$ cat src/rtl/writeback_arbiter.sv
// Writeback arbiter: three result sources (ALU/load, MUL, FPU) share one register-file write port.
// Latency: a result accepted on edge E0 is written (reg_write_o=1) in the cycle after E1 when uncontended.
// Backpressure: each source has a one-entry holding buffer; sN_ready drops while that buffer waits for a grant.
// Optional feature: define WB_BYPASS_EN to drive the bypass outputs from the in-flight write.
module writeback_arbiter (
    input  logic        clk,
    input  logic        rst,
    input  logic        s0_valid,
    output logic        s0_ready,
    input  logic [4:0]  s0_rd,
    input  logic [31:0] s0_data,
    input  logic        s0_fp,
    input  logic        s1_valid,
    output logic        s1_ready,
    input  logic [4:0]  s1_rd,
    input  logic [31:0] s1_data,
    input  logic        s1_fp,
    input  logic        s2_valid,
    output logic        s2_ready,
    input  logic [4:0]  s2_rd,
    input  logic [31:0] s2_data,
    input  logic        s2_fp,
    output logic        reg_write_o,
    output logic [4:0]  write_reg,
    output logic [31:0] write_data,
    output logic        FPR_GPR_sel,
    output logic        busy,
    input  logic [4:0]  byp_rs1,
    input  logic [4:0]  byp_rs2,
    input  logic        byp_fp,
    output logic        byp_hit1,
    output logic        byp_hit2,
    output logic [31:0] byp_data
);

    // Per-source views of the input ports, indexed by source number.
    logic [2:0]  w_in_vld;
    logic [2:0]  w_in_fp;
    logic [4:0]  w_in_rd   [3];
    logic [31:0] w_in_data [3];

    assign w_in_vld     = {s2_valid, s1_valid, s0_valid};
    assign w_in_fp      = {s2_fp, s1_fp, s0_fp};
    assign w_in_rd[0]   = s0_rd;
    assign w_in_rd[1]   = s1_rd;
    assign w_in_rd[2]   = s2_rd;
    assign w_in_data[0] = s0_data;
    assign w_in_data[1] = s1_data;
    assign w_in_data[2] = s2_data;

    // Holding buffers and arbitration state.
    logic [2:0]  r_full;
    logic [2:0]  r_fp;
    logic [4:0]  r_rd   [3];
    logic [31:0] r_data [3];
    logic [1:0]  r_last_grant;

    // Registered write port.
    logic        r_we;
    logic [4:0]  r_wreg;
    logic [31:0] r_wdata;
    logic        r_wfp;

    logic [2:0]  w_grant;
    logic [1:0]  w_gidx;
    logic        w_any;
    logic [2:0]  w_ready;
    logic [2:0]  w_accept;
    logic [2:0]  w_discard;

    // Round-robin pick among full buffers, starting one past the last winner.
    always_comb begin
        w_any  = 1'b0;
        w_gidx = 2'd0;
        case (r_last_grant)
            2'd0: begin
                if (r_full[1])      begin w_any = 1'b1; w_gidx = 2'd1; end
                else if (r_full[2]) begin w_any = 1'b1; w_gidx = 2'd2; end
                else if (r_full[0]) begin w_any = 1'b1; w_gidx = 2'd0; end
            end
            2'd1: begin
                if (r_full[2])      begin w_any = 1'b1; w_gidx = 2'd2; end
                else if (r_full[0]) begin w_any = 1'b1; w_gidx = 2'd0; end
                else if (r_full[1]) begin w_any = 1'b1; w_gidx = 2'd1; end
            end
            default: begin
                if (r_full[0])      begin w_any = 1'b1; w_gidx = 2'd0; end
                else if (r_full[1]) begin w_any = 1'b1; w_gidx = 2'd1; end
                else if (r_full[2]) begin w_any = 1'b1; w_gidx = 2'd2; end
            end
        endcase
        w_grant = w_any ? (3'b001 << w_gidx) : 3'b000;
    end

    // A buffer can take a new result when empty or when it drains this cycle.
    assign w_ready   = (~r_full | w_grant) & {3{~rst}};
    assign w_accept  = w_in_vld & w_ready;
    assign w_discard = ~w_in_fp & {(w_in_rd[2] == 5'd0), (w_in_rd[1] == 5'd0), (w_in_rd[0] == 5'd0)};

    assign s0_ready = w_ready[0];
    assign s1_ready = w_ready[1];
    assign s2_ready = w_ready[2];

    // Holding buffers: capture on handshake (x0 GPR writes are swallowed), clear on grant.
    always_ff @(posedge clk) begin
        if (rst) begin
            r_full <= 3'b000;
        end else begin
            for (int n = 0; n < 3; n++) begin
                if (w_accept[n]) begin
                    r_full[n] <= ~w_discard[n];
                    r_rd[n]   <= w_in_rd[n];
                    r_data[n] <= w_in_data[n];
                    r_fp[n]   <= w_in_fp[n];
                end else if (w_grant[n]) begin
                    r_full[n] <= 1'b0;
                end
            end
        end
    end

    // Remember the winner so the next search starts after it; port 0 wins first out of reset.
    always_ff @(posedge clk) begin
        if (rst) begin
            r_last_grant <= 2'd2;
        end else if (w_any) begin
            r_last_grant <= w_gidx;
        end
    end

    // Write port: load the granted buffer, otherwise drop the strobe and hold the payload.
    always_ff @(posedge clk) begin
        if (rst) begin
            r_we    <= 1'b0;
            r_wreg  <= 5'd0;
            r_wdata <= 32'd0;
            r_wfp   <= 1'b0;
        end else if (w_any) begin
            r_we    <= 1'b1;
            r_wreg  <= r_rd[w_gidx];
            r_wdata <= r_data[w_gidx];
            r_wfp   <= r_fp[w_gidx];
        end else begin
            r_we    <= 1'b0;
        end
    end

    assign reg_write_o = r_we;
    assign write_reg   = r_wreg;
    assign write_data  = r_wdata;
    assign FPR_GPR_sel = r_wfp;
    assign busy        = (|r_full) | r_we;

`ifdef WB_BYPASS_EN
    // Forward the write currently on the port to decode-stage operand reads.
    assign byp_hit1 = r_we & (r_wreg == byp_rs1) & (r_wfp == byp_fp);
    assign byp_hit2 = r_we & (r_wreg == byp_rs2) & (r_wfp == byp_fp);
    assign byp_data = r_wdata;
`else
    // Bypass disabled: outputs tied low, inputs intentionally unused.
    logic w_unused_byp;
    assign w_unused_byp = ^{byp_rs1, byp_rs2, byp_fp};
    assign byp_hit1     = 1'b0;
    assign byp_hit2     = 1'b0;
    assign byp_data     = 32'd0;
`endif

endmodule
$ cat config.mk
export PLATFORM = sky130hd
export DESIGN_NAME = writeback_arbiter
export DESIGN_NICKNAME = d
export VERILOG_FILES = /design/src/rtl/writeback_arbiter.sv
export SDC_FILE = /design/constraint.sdc
export NUM_CORES = 1
export LEC_CHECK = 0
export CORE_ASPECT_RATIO = 1.75
export CORE_MARGIN = 2
export CORE_UTILIZATION = 30
export CTS_CLUSTER_SIZE = 10
export DETAILED_ROUTE_END_ITERATION = 10
export PLACE_DENSITY = 0.68
export SYNTH_ARGS = -nofsm -noshare
export SYNTH_HDL_FRONTEND = slang
export SYNTH_SLANG_ARGS = --single-unit
$ cat constraint.sdc
create_clock -name clk -period 5.9 [get_ports clk]
set_input_delay 0.885 -clock clk [delete_from_list [all_inputs] [get_ports clk]]
set_output_delay 0.885 -clock clk [all_outputs]
set_load 0.03 [all_outputs]
# Word level (Yosys, flattened, before mapping)

Memories as Yosys holds them, arrays and structs flattened. A register that Yosys moved wholly into a read port is not among the register bits.
Index checks and enable logic that the tools add are counted.

$lt $le $gt $ge: 1
Equal/unequal tests: 1
Shift operators: 1
Multiplexer cells: 36
Bitwise logic cells: 11
Reduce and logical (&&, ||, !) cells: 11

Operators with widths:

| cell                | count |
|---|---|
| $mux 1              | 28 |
| $logic_not 5->1     | 3 |
| $and 3x3->3         | 3 |
| $mux 2              | 4 |
| $not 3->3           | 2 |
| $reduce_and 2->1    | 3 |
| $reduce_bool 2->1   | 3 |
| $not 1->1           | 4 |
| $pmux 2 s2          | 1 |
| $lt 2x3->1 const B  | 1 |
| $mux 3              | 1 |
| $or 3x3->3          | 1 |
| $reduce_or 3->1     | 1 |
| $shl 1x2->3 const A | 1 |
| $bmux 1 s2          | 1 |
| $eq 2x1->1 const B  | 1 |
| $logic_not 2->1     | 1 |
| $pmux 1 s2          | 1 |
| $or 1x1->1          | 1 |

Register bits: 10
Bits in writable memories: 111
Input bits: 130
Output and inout bits: 77
Word-level logic and storage cells: 72
Memories: 2

Memory list:

| name   | words | bits a word | rd ports | clocked after memory_dff | write ports | line | RTL |
|---|---|---|---|---|---|---|---|
| r_data | 3     | 32          | 1        | 1                        | 3           | 55   | `logic [31:0] r_data [3];` |
| r_rd   | 3     | 5           | 1        | 1                        | 3           | 54   | `logic [4:0] r_rd [3];` |

# Logic depth before layout (Yosys ltp)

Depth in word-level cells: 12
Gate-level depth with buffers: 7
Mapped depth without buffers: 4

# Least setup slack after synthesis

Ideal clock, no wire load.

Path kind: input-to-reg
Start point: in rst
End point: mem r_data[2][0] (enable)
Library setup time: 0.399 ns
Arrival time: 2.637 ns
Data required time: 5.501 ns
Slack: 2.864 ns
Stages on the path: 3
Path buffers: 1
Path through: clkbuf_1 -> a21oi_1 -> and2_1

RTL lines:

| element     | line | RTL |
|---|---|---|
| from (decl) | 7    | `input logic rst,` |
| to (decl)   | 55   |  |

# Final worst setup path

Start point: reg r_full[1]
End point: out s1_ready

Longest elaborated chain between the ends: 8
Elaborated cells on any way between the ends: 18
Those cells by class: shift: 1; mux: 14; bitwise: 3

Ends and longest elaborated chain:

| element                           | line | RTL |
|---|---|---|
| from (decl)                       | 52   | `logic [2:0] r_full;` |
| from (signal, indexed assignment) | 111  | `r_full[n] <= ~w_discard[n];` |
| $mux 1                            | 84   | `else if (r_full[1]) begin w_any = 1'b1; w_gidx = 2'd1; end` |
| $mux 1                            | 83   | `else if (r_full[0]) begin w_any = 1'b1; w_gidx = 2'd0; end` |
| $mux 2                            | 82   | `if (r_full[2]) begin w_any = 1'b1; w_gidx = 2'd2; end` |
| $pmux 2 s2                        | 75   | `case (r_last_grant)` |
| $shl 1x2->3                       | 92   | `w_grant = w_any ? (3'b001 << w_gidx) : 3'b000;` |
| $mux 3                            | 92   |  |
| $or 3x3->3 *                      | 96   | `assign w_ready = (~r_full \| w_grant) & {3{~rst}};` |
| $and 3x3->3 *                     | 96   |  |
| to (decl)                         | 14   | `output logic s1_ready,` |

Every way passes the cells marked *; elsewhere a longest branch is shown, timed or not.

==> run summary <==
Status -> finished clean
Multi-input gate area -> 1244 um2
CTS max path bufs -> 2
Adder-cell share of the synthesized area -> 0%
Initial Utilization -> 30.28%
Synth top area share -> 59.41%
Die area -> 20370 um2
Largest net degree at the start of global routing -> 41
Drt first pass iters -> 4
Total GRT Usage -> 13.90%
Die Y -> 187.3 um
Async SR Flop Fraction -> 0%
Root Buffer -> clkbuf_16
CP Launch Type -> flip-flop
Worst rel slew slack -> 26.01%
CP max FO -> 40
Post-synth EDFFs -> 114
IO buf count -> 161
Cell Rows -> 67
Synthesis warning total -> 0
VDD IR-drop max -> 0.1875 mV
DRC Markers -> 0
Max cap viols -> 0
CTS buffer count -> 17
Setup violators final -> 0
DP HPWL -> 9248 um
Max reg flops -> 96
Worst Hold Class -> flip-flop to flip-flop
Sink Count -> 158
Mean Syn Cell Area -> 15.83 um2
Min Tclk post-route -> 3666 ps
Post CTS Setup Buffer Count -> 0
CTS resizes -> 0
Synthesized flop and latch total -> 158
Pre-CTS setup slack -> 2481 ps
Yosys top cell by area -> edfxtp_1
Final WS setup -> 2234 ps
Post-synthesis compound-gate area fraction -> 10.12%
Crit share post-route -> 62.13%
Antenna fix cells -> 0
Routed WL -> 13840 um
Final ANT Viol Nets -> 0
Detailed Route Iter0 Violations -> 134
I/O Pins -> 207
Initial antenna violation count -> 1
Final setup TNS -> 0 ps
Crit Path Category -> flip-flop to primary output
Main synth FF type -> edfxtp_1
Hold-fix buffers, CTS -> 0
Power Dens Cells -> 340.9 nW/um2
RSZ-0062 raised after global routing -> no
Crit path DAT -> 2780 ps
GPL Wtd Cong -> 0.7405
Synthesized cell area -> 5762 um2
Layout cells sized above 1 -> 7.222%
Final Max Tran Viols -> 0
Commonest cells post-synth -> edfxtp_1 (114), dfxtp_1 (44), buf_4 (41)
Core Area -> 19030 um2
Vias in the first global route -> 3786
Register area share after synthesis -> 74.70%
Reg area -> 4304 um2
CTS clk-pin slew, worst paths -> 60 ps
Worst-skew pair later-pin latency -> 420 ps
Post-synth cell types -> 28
Vias per std cell -> 4.574
Max H-tree Level -> 4
Fraction of synthesized area in multiplexers -> 6.602%
Number of nets in the layout -> 658
Biggest register -> r_data
FILL cells -> 1701
Area delta synth->final -> 39.80%
Synth Instances -> 364
Crit. End Element -> primary output
Grt total ovfl -> 0
Simple-gate area share of the yosys netlist -> 2.215%
Largest family of logic cells by synthesized area -> compound AO/OA/AOI/OAI gates
Worst Max-Slew Pin Slew -> 1110 ps
Routed WL per cell -> 17.72 um
Vias after detailed routing -> 3572
Count leader, synth -> edfxtp_1
Leak pwr -> 2.935 nW
CTS tree -> done
F_max -> 0.2728 GHz
Skew final -> 11.53 ps
Post-Synth XOR/XNOR Area -> 0%
Req. time, crit path -> 5020 ps
Dominant cells by area after synthesis -> edfxtp_1 (59%), dfxtp_1 (15%), mux2i_1 (6.6%)
Global-route wire length before repair -> 20510 um
Final hold vios -> 0
Die width -> 108.8 um
stage by stage:
stage | area (um2) | util (%) | cells | power (W) | hold slack [ps]
global route | 8055 | 42.33 | 781 | 0.002850 | 510.2
floorplan | 5886 | - | 397 | 0.001545 | 460.9
global placement | 7491 | 39.36 | 750 | 0.001717 | 466.2
finish | 8055 | 42.33 | 781 | 0.002746 | 481.6
CTS | 8055 | 42.33 | 781 | 0.002780 | 488.7
detailed placement | 7491 | 39.36 | 750 | 0.001726 | 472.1
where the power goes:
part           internal (W)  switching (W)  total, W
logic              0.000174       0.000221  0.000394
clock network      0.000627       0.000421   0.00105
registers           0.00127      0.0000325   0.00130
metal layers:
| layer | up-vias | global-route usage, % | wire (um) |
|---|---|---|---|
| li1 | 1657 | - | - |
| met1 | 1738 | 14.32 | 5052 |
| met2 | 150 | 24.90 | 7600 |
| met3 | 27 | 3.868 | 767 |
| met4 | 0 | 7.298 | 416 |
| met5 | - | 0 | 0 |
final cells by class:
type | count | area share [%]
clock buffer | 19 | 5.499
clock inverter | 12 | 1.507
inverter | 2 | 0.09320
multi-input combinational | 185 | 15.44
sequential | 158 | 53.43
tap | 241 | 3.743
timing repair buffer | 164 | 20.29
critical path, stage by stage (launching register included):
cell and delay [ps]:
dfxtp_1 580, nand2b_1 170, a2bb2oi_4 160, buf_4 360, a21oi_1 350, clkdlybuf4s50_1 740
path summary, 6_finish.rpt:
kind                                   start            end  slack, ps  cells past startpoint
worst max-delay path               r_full[1]       s1_ready       2230                      5
worst min register to register  write_reg[0]   write_reg[0]        480                      2
worst max register to register     r_full[1]  r_data[1][25]       2980                      5
worst min-delay path            write_reg[0]   write_reg[0]        480                      2
cells in the final DEF (no fill, tap or decap), types with 2 or more instances in the layout:
cell type / count
o31ai_1: 3
nor2_1: 4
a22oi_1: 38
clkinvlp_4: 2
bufinv_16: 2
buf_4: 3
nand2_1: 3
clkdlybuf4s50_1: 161
clkbuf_16: 17
conb_1: 34
o21ai_1: 40
nand2b_1: 3
and2_2: 3
inv_1: 2
a21oi_1: 5
edfxtp_1: 114
clkinv_4: 2
mux2i_1: 38
clkinv_2: 5
dfxtp_1: 44
or4_1: 3
kinds of logic after synthesis:
logic type / Yosys count
buffers and inverters: 54
muxes: 38
AOI/OAI and AO/OA: 91
DFF: 158
other: 1
and+or+nand+nor: 22
Power figures use the tool's default switching activity.
